[config.mk]
export PLATFORM = sky130hd
export DESIGN_NAME = lcd_pixel_reader
export DESIGN_NICKNAME = d
export VERILOG_FILES = /design/src/rtl/lcd_timing_pkg.sv /design/src/rtl/lcd_raster_counter.sv /design/src/rtl/lcd_pixel_reader.sv
export SDC_FILE = /design/constraint.sdc
export NUM_CORES = 1
export LEC_CHECK = 0
export CORE_AREA = 2 2 93 95
export DETAILED_ROUTE_END_ITERATION = 12
export DIE_AREA = 0 0 95 97
export PLACE_DENSITY = 0.68
export SYNTH_ARGS = -nofsm -noshare
export SYNTH_HDL_FRONTEND = slang
export SYNTH_SLANG_ARGS = --single-unit
[constraint.sdc]
create_clock -name Clock -period 3.63 [get_ports Clock]
set_input_delay 0.5445 -clock Clock [delete_from_list [all_inputs] [get_ports Clock]]
set_output_delay 0.5445 -clock Clock [all_outputs]
set_load 0.03 [all_outputs]
[src/rtl/lcd_timing_pkg.sv]
// Shared timing defaults, line-state encoding and colour-bar constants for the
// LCD pixel reader and its raster counter.
package lcd_timing_pkg;

  localparam int unsigned H_TOTAL_DEF  = 1056;
  localparam int unsigned V_TOTAL_DEF  = 525;
  localparam int unsigned H_START_DEF  = 216;
  localparam int unsigned V_START_DEF  = 35;
  localparam int unsigned H_ACTIVE_DEF = 640;
  localparam int unsigned V_ACTIVE_DEF = 480;
  localparam int unsigned H_SYNC_W_DEF = 1;
  localparam int unsigned V_SYNC_W_DEF = 1;

  localparam int unsigned H_W = 11;
  localparam int unsigned V_W = 10;

  typedef enum logic [1:0] {
    HSYNC,
    BPORCH,
    ACTIVE,
    FPORCH
  } line_state_e;

  localparam logic [23:0] BAR_WHITE   = 24'hFF_FF_FF;
  localparam logic [23:0] BAR_YELLOW  = 24'hFF_FF_00;
  localparam logic [23:0] BAR_CYAN    = 24'h00_FF_FF;
  localparam logic [23:0] BAR_GREEN   = 24'h00_FF_00;
  localparam logic [23:0] BAR_MAGENTA = 24'hFF_00_FF;
  localparam logic [23:0] BAR_RED     = 24'hFF_00_00;
  localparam logic [23:0] BAR_BLUE    = 24'h00_00_FF;
  localparam logic [23:0] BAR_BLACK   = 24'h00_00_00;

  function automatic logic [23:0] bar_rgb(input logic [2:0] idx);
    logic [23:0] rgb;
    case (idx)
      3'd0:    rgb = BAR_WHITE;
      3'd1:    rgb = BAR_YELLOW;
      3'd2:    rgb = BAR_CYAN;
      3'd3:    rgb = BAR_GREEN;
      3'd4:    rgb = BAR_MAGENTA;
      3'd5:    rgb = BAR_RED;
      3'd6:    rgb = BAR_BLUE;
      default: rgb = BAR_BLACK;
    endcase
    return rgb;
  endfunction

endpackage

[src/rtl/lcd_raster_counter.sv]
// Horizontal/vertical raster counters and the line-phase FSM. Exposes the
// next-slot values so the top can register outputs aligned with the counters.
module lcd_raster_counter
  import lcd_timing_pkg::*;
#(
  parameter int unsigned H_TOTAL  = H_TOTAL_DEF,
  parameter int unsigned V_TOTAL  = V_TOTAL_DEF,
  parameter int unsigned H_START  = H_START_DEF,
  parameter int unsigned H_ACTIVE = H_ACTIVE_DEF,
  parameter int unsigned H_SYNC_W = H_SYNC_W_DEF
) (
  input  logic           clk,
  input  logic           rst,
  input  logic           ce,
  input  logic           en,
  output logic [H_W-1:0] h_cnt,
  output logic [V_W-1:0] v_cnt,
  output logic [H_W-1:0] h_nxt,
  output logic [V_W-1:0] v_nxt,
  output line_state_e    state_nxt,
  output logic           load
);

  localparam logic [H_W-1:0] H_LAST    = 11'(H_TOTAL - 1);
  localparam logic [V_W-1:0] V_LAST    = 10'(V_TOTAL - 1);
  localparam logic [H_W-1:0] H_SYNC_E  = 11'(H_SYNC_W);
  localparam logic [H_W-1:0] H_ACT_B   = 11'(H_START);
  localparam logic [H_W-1:0] H_ACT_E   = 11'(H_START + H_ACTIVE);

  logic [H_W-1:0] h_q, h_d;
  logic [V_W-1:0] v_q, v_d;
  line_state_e    state_q, state_d;
  logic           run_q, run_d;

  always_comb begin
    h_d     = h_q;
    v_d     = v_q;
    state_d = state_q;
    run_d   = run_q;
    load    = 1'b0;
    if (!en) begin
      h_d     = '0;
      v_d     = '0;
      state_d = HSYNC;
      run_d   = 1'b0;
    end else if (ce) begin
      load  = 1'b1;
      run_d = 1'b1;
      // The first slot after Enable rises shows 0,0 itself rather than stepping past it.
      if (run_q) begin
        if (h_q == H_LAST) begin
          h_d = '0;
          v_d = (v_q == V_LAST) ? '0 : v_q + 10'd1;
        end else begin
          h_d = h_q + 11'd1;
        end
      end
      case (state_q)
        HSYNC:   if (h_d >= H_SYNC_E) state_d = BPORCH;
        BPORCH:  if (h_d >= H_ACT_B)  state_d = ACTIVE;
        ACTIVE:  if (h_d >= H_ACT_E)  state_d = FPORCH;
        FPORCH:  if (h_d == '0)       state_d = HSYNC;
        default: state_d = HSYNC;
      endcase
    end
  end

  always_ff @(posedge clk) begin
    if (rst) begin
      h_q     <= '0;
      v_q     <= '0;
      state_q <= HSYNC;
      run_q   <= 1'b0;
    end else begin
      h_q     <= h_d;
      v_q     <= v_d;
      state_q <= state_d;
      run_q   <= run_d;
    end
  end

  assign h_cnt     = h_q;
  assign v_cnt     = v_q;
  assign h_nxt     = h_d;
  assign v_nxt     = v_d;
  assign state_nxt = state_d;

endmodule

[src/rtl/lcd_pixel_reader.sv]
// LCD panel driver reading the filter output buffer: request window, RAM-latency
// alignment and sync generation. Optional colour bars: LCD_PIXEL_READER_TEST_PATTERN_EN.
module lcd_pixel_reader
  import lcd_timing_pkg::*;
#(
  parameter int unsigned H_TOTAL  = H_TOTAL_DEF,
  parameter int unsigned V_TOTAL  = V_TOTAL_DEF,
  parameter int unsigned H_START  = H_START_DEF,
  parameter int unsigned V_START  = V_START_DEF,
  parameter int unsigned H_ACTIVE = H_ACTIVE_DEF,
  parameter int unsigned V_ACTIVE = V_ACTIVE_DEF,
  parameter int unsigned H_SYNC_W = H_SYNC_W_DEF,
  parameter int unsigned V_SYNC_W = V_SYNC_W_DEF
) (
  input  logic        Clock,
  input  logic        Reset,
  input  logic        Clock_en,
  input  logic        Enable,
`ifdef LCD_PIXEL_READER_TEST_PATTERN_EN
  input  logic        Pattern_sel,
`endif
  output logic [10:0] H_Count,
  output logic [9:0]  V_Count,
  output logic        oRead_out_en,
  input  logic [7:0]  R_in,
  input  logic [7:0]  G_in,
  input  logic [7:0]  B_in,
  output logic [7:0]  LCD_R,
  output logic [7:0]  LCD_G,
  output logic [7:0]  LCD_B,
  output logic        LCD_DEN,
  output logic        LCD_HSYNC_n,
  output logic        LCD_VSYNC_n,
  output logic        Frame_start
);

  // Requests lead display by two slots: one for the RAM register, one for capture.
  localparam logic [H_W-1:0] RD_FIRST = 11'(H_START - 2);
  localparam logic [H_W-1:0] RD_LAST  = 11'(H_START + H_ACTIVE - 3);
  localparam logic [V_W-1:0] V_FIRST  = 10'(V_START);
  localparam logic [V_W-1:0] V_END    = 10'(V_START + V_ACTIVE);
  localparam logic [V_W-1:0] V_SYNC_E = 10'(V_SYNC_W);

  logic [H_W-1:0] h_nxt;
  logic [V_W-1:0] v_nxt;
  line_state_e    state_nxt;
  logic           load;

  lcd_raster_counter #(
    .H_TOTAL  (H_TOTAL),
    .V_TOTAL  (V_TOTAL),
    .H_START  (H_START),
    .H_ACTIVE (H_ACTIVE),
    .H_SYNC_W (H_SYNC_W)
  ) u_raster (
    .clk       (Clock),
    .rst       (Reset),
    .ce        (Clock_en),
    .en        (Enable),
    .h_cnt     (H_Count),
    .v_cnt     (V_Count),
    .h_nxt     (h_nxt),
    .v_nxt     (v_nxt),
    .state_nxt (state_nxt),
    .load      (load)
  );

  logic        rd_q, rd_d;
  logic [23:0] rgb_q, rgb_d;
  logic        den_q, den_d;
  logic        hs_n_q, hs_n_d;
  logic        vs_n_q, vs_n_d;
  logic        fs_q, fs_d;
  logic        act_line;
  logic [23:0] src_rgb;

`ifdef LCD_PIXEL_READER_TEST_PATTERN_EN
  localparam logic [H_W-1:0] H_ACT_B = 11'(H_START);
  localparam logic [H_W-1:0] BAR_W   = 11'(H_ACTIVE / 8);
  logic [H_W-1:0] pix_x;
  logic [2:0]     bar_idx;

  always_comb begin
    pix_x   = h_nxt - H_ACT_B;
    bar_idx = 3'(pix_x / BAR_W);
    src_rgb = Pattern_sel ? bar_rgb(bar_idx) : {R_in, G_in, B_in};
  end
`else
  assign src_rgb = {R_in, G_in, B_in};
`endif

  assign act_line = (v_nxt >= V_FIRST) && (v_nxt < V_END);

  always_comb begin
    rd_d   = rd_q;
    rgb_d  = rgb_q;
    den_d  = den_q;
    hs_n_d = hs_n_q;
    vs_n_d = vs_n_q;
    fs_d   = 1'b0;
    if (!Enable) begin
      rd_d   = 1'b0;
      rgb_d  = '0;
      den_d  = 1'b0;
      hs_n_d = 1'b1;
      vs_n_d = 1'b1;
    end else if (load) begin
      rd_d   = act_line && (h_nxt >= RD_FIRST) && (h_nxt <= RD_LAST);
      den_d  = act_line && (state_nxt == ACTIVE);
      rgb_d  = den_d ? src_rgb : '0;
      hs_n_d = (state_nxt != HSYNC);
      vs_n_d = (v_nxt >= V_SYNC_E);
      fs_d   = (h_nxt == '0) && (v_nxt == '0);
    end
  end

  always_ff @(posedge Clock) begin
    if (Reset) begin
      rd_q   <= 1'b0;
      rgb_q  <= '0;
      den_q  <= 1'b0;
      hs_n_q <= 1'b1;
      vs_n_q <= 1'b1;
      fs_q   <= 1'b0;
    end else begin
      rd_q   <= rd_d;
      rgb_q  <= rgb_d;
      den_q  <= den_d;
      hs_n_q <= hs_n_d;
      vs_n_q <= vs_n_d;
      fs_q   <= fs_d;
    end
  end

  assign oRead_out_en = rd_q;
  assign LCD_R        = rgb_q[23:16];
  assign LCD_G        = rgb_q[15:8];
  assign LCD_B        = rgb_q[7:0];
  assign LCD_DEN      = den_q;
  assign LCD_HSYNC_n  = hs_n_q;
  assign LCD_VSYNC_n  = vs_n_q;
  assign Frame_start  = fs_q;

endmodule

==> metrics.yaml <==
syn2layout_area_growth_pct: 35.12
seqPwrFrac: 0.586
ys_types: 58
critPathMaxFanout: 25
cts_tree: "done"
synth_compound_area_frac: 0.2236
track_usage: 0.1887
end_kind: "flop"
insertion_delay_ps: 310
relSlewSlack: 0.5158
route.detailed.drc: 0
clk_pin_slew_ps: 100
initial_utilization: 0.3473
start_kind: "flop"
io_pins: 78
layout_commonest_cell: "clkdlybuf4s50_1"
cts_resized: 0
leakage_nw: 1.313
drive_gt1_frac: 0.05854
synth-edff-count: 0
power_frac_comb: 0.072
dr.first_iter.drc_count: 204
root_buffer: "clkbuf_8"
worst_slew_pin_slew_ps: 708.0
hold_class: "flop to flop"
synthAdderAreaFrac: 0.01329
synth.area.mux_share: 0.01063
io_buffers: 77
status: "completed"
synth-xor-area-share: 0.04960
power.switching_mw: 0.2405
synth_nets: 365
dieArea_sq_mm: 0.009215
gp_congestion: 0.8958
core_area_sq_mm: 0.008134
max-vdd-ir-drop_mv: 0.1702
cts_setup_buffers: 0
ys_warn_count: 0
min_period_ps: 3272
synth_top_family_by_area: "simple AND/OR/NAND/NOR gates"
finalCritPeriodShare: 0.9014
ys_ff_latch: 53
powerDensity_mw_per_mm2: 262.4
setup_tns_ps: 0
yosysSeqAreaShare: 0.3756
grt_max_degree: 27
cts_buffers: 5
criticalPathCategory: "flop to flop"
ant_nets: 0
fmax_mhz: 305.6
diodes: 0
p_int_mw: 0.7611
grt_pass1_wl_microns: 13930
wl_per_cell_microns: 16.27
overflow: 0
cp.required_ps: 3840
drt-pass1-iter-count: 4
dieHeight_microns: 97
numClockSinks: 53
die_x_microns: 95
hpwlAfterDp_microns: 6216
arrival_ps: 3480
rsz0062_at_grt: "no"
cts_buffer_depth: 2
syn_inst: 334
yosys.area_share.simple: 0.2843
mostFrequentLayoutCells: "77 x clkdlybuf4s50_1, 53 x dfxtp_1, 34 x nor2_1, 24 x a22o_1, 23 x nand2_1"
vias: 2862
syn_avg_cell_area_sq_um: 8.459
grt_pass1_vias: 2775
final_nets: 440
skew_ps: 5.830
vias_per_cell: 5.557
rows: 33
async_reset_ff_frac: 0
grt_antenna_before_repair: 0
yosys_most_used_dff: "dfxtp_1"
hold_buffers: 0
final_hold_viol_count: 0
clock_power_share: 0.342
final_core_util: 0.4693
fillCellCount: 775
htreeDepth: 2
switching_share: 0.2401
maxCapViolCount: 0
syn_area_sq_mm: 0.002825
routed_wl_microns: 8377
setup_viol: 0
drv_slew: 0
## path summary, 6_finish.rpt
path	from	end	slack (ps)	cells after the start
worst min register to register	oRead_out_en	oRead_out_en	460	2
worst min-delay path	oRead_out_en	oRead_out_en	460	2
worst max register to register	u_raster.h_cnt[0]	rgb_q[16]	360	10
worst max-delay path	u_raster.h_cnt[0]	rgb_q[16]	360	10
## critical path: stages (launching register included)
cell,delay (ps)
dfxtp_1,350
ha_1,160
or4b_4,510
or4_1,680
o21a_1,250
a211oi_1,320
o21ai_1,110
a31oi_1,300
a211oi_4,110
buf_12,180
a22o_1,180
## cell type report
type / instances / area, sq um / share of cell area
inverter: 8 / 30.03 / 0.007866
tap: 105 / 131.4 / 0.03441
clock buffer: 6 / 72.57 / 0.01901
multi-input combinational: 253 / 1643 / 0.4304
sequential: 53 / 1061 / 0.2779
clock inverter: 2 / 13.76 / 0.003605
timing repair buffer: 88 / 865.8 / 0.2268
## kinds of logic (layout without fill, tap and decap cells)
logic type,Yosys count,after routing
buf+inv,28,104
compound gates,84,84
simple gates,147,147
xor+xnor,16,16
mux,3,3
fa+ha+maj,3,3
flops,53,53
## flip-flops by register name, summed over array words and instances, names as in the netlist
signal            count
oRead_out_en          1
LCD_VSYNC_n           1
rgb_q                24
u_raster.run_q        1
u_raster.state_q      2
Frame_start           1
LCD_HSYNC_n           1
u_raster.h_cnt       11
u_raster.v_cnt       10
LCD_DEN               1
## routing by layer
layer  vias to the layer above  GRT usage  part of all wire
met1                      1362     0.2489              0.43
met5                         -          0                 0
met2                        88     0.2995              0.49
li1                       1398          -                 -
met3                        14    0.03816             0.054
met4                         0    0.07469             0.019
## synth_stat cells (2+ instances only)
cell	instances	share of area
o22ai_1	3	0.0066
a211o_1	3	0.0093
dfxtp_1	53	0.38
a21o_1	2	0.0053
and3_1	7	0.015
or3_1	4	0.0089
nor4_1	7	0.015
a211oi_1	2	0.0053
or2_2	3	0.0066
a21oi_1	13	0.023
xnor2_1	7	0.022
o21a_1	4	0.011
and4_1	3	0.0093
o21ai_1	3	0.0053
a2111oi_0	2	0.0062
a21boi_0	2	0.0053
nor3_1	9	0.016
o21ai_0	7	0.012
nor2b_1	4	0.0089
nand4_1	11	0.024
mux2i_1	3	0.011
ha_1	3	0.013
or4_1	6	0.016
nor2_1	34	0.045
nand2_1	23	0.031
a22o_1	24	0.074
nand2b_1	3	0.0066
nand3_1	15	0.027
xor2_1	9	0.028
buf_6	2	0.0080
and2_1	4	0.0089
o31ai_1	6	0.016
a31oi_1	2	0.0044
clkbuf_1	16	0.021
nor3b_1	5	0.013
inv_1	8	0.011
## power by group through the flow
stage | clock network, mW | logic [mW] | registers (mW)
2_1_floorplan | 0 | 0.0252 | 0.602
3_3_place_gp | 0 | 0.0715 | 0.601
3_5_place_dp | 0 | 0.0722 | 0.601
4_1_cts | 0.350 | 0.0723 | 0.587
5_1_grt | 0.376 | 0.0774 | 0.588
6_report | 0.342 | 0.0722 | 0.587
## stage by stage
stage               cells  worst slack [ps]  total power [mW]  hold WS, ps  area (sq um)
finish                515             358.1             1.002        464.3          3817
floorplan             334             199.6            0.6275        546.7          2825
CTS                   515             356.8             1.009        468.8          3817
global placement      507             230.7            0.6720        435.2          3731
global route          515             149.1             1.041        501.7          3817
detailed placement    507             170.1            0.6728        451.1          3731
Note: power is estimated with default switching activity, not from simulation.
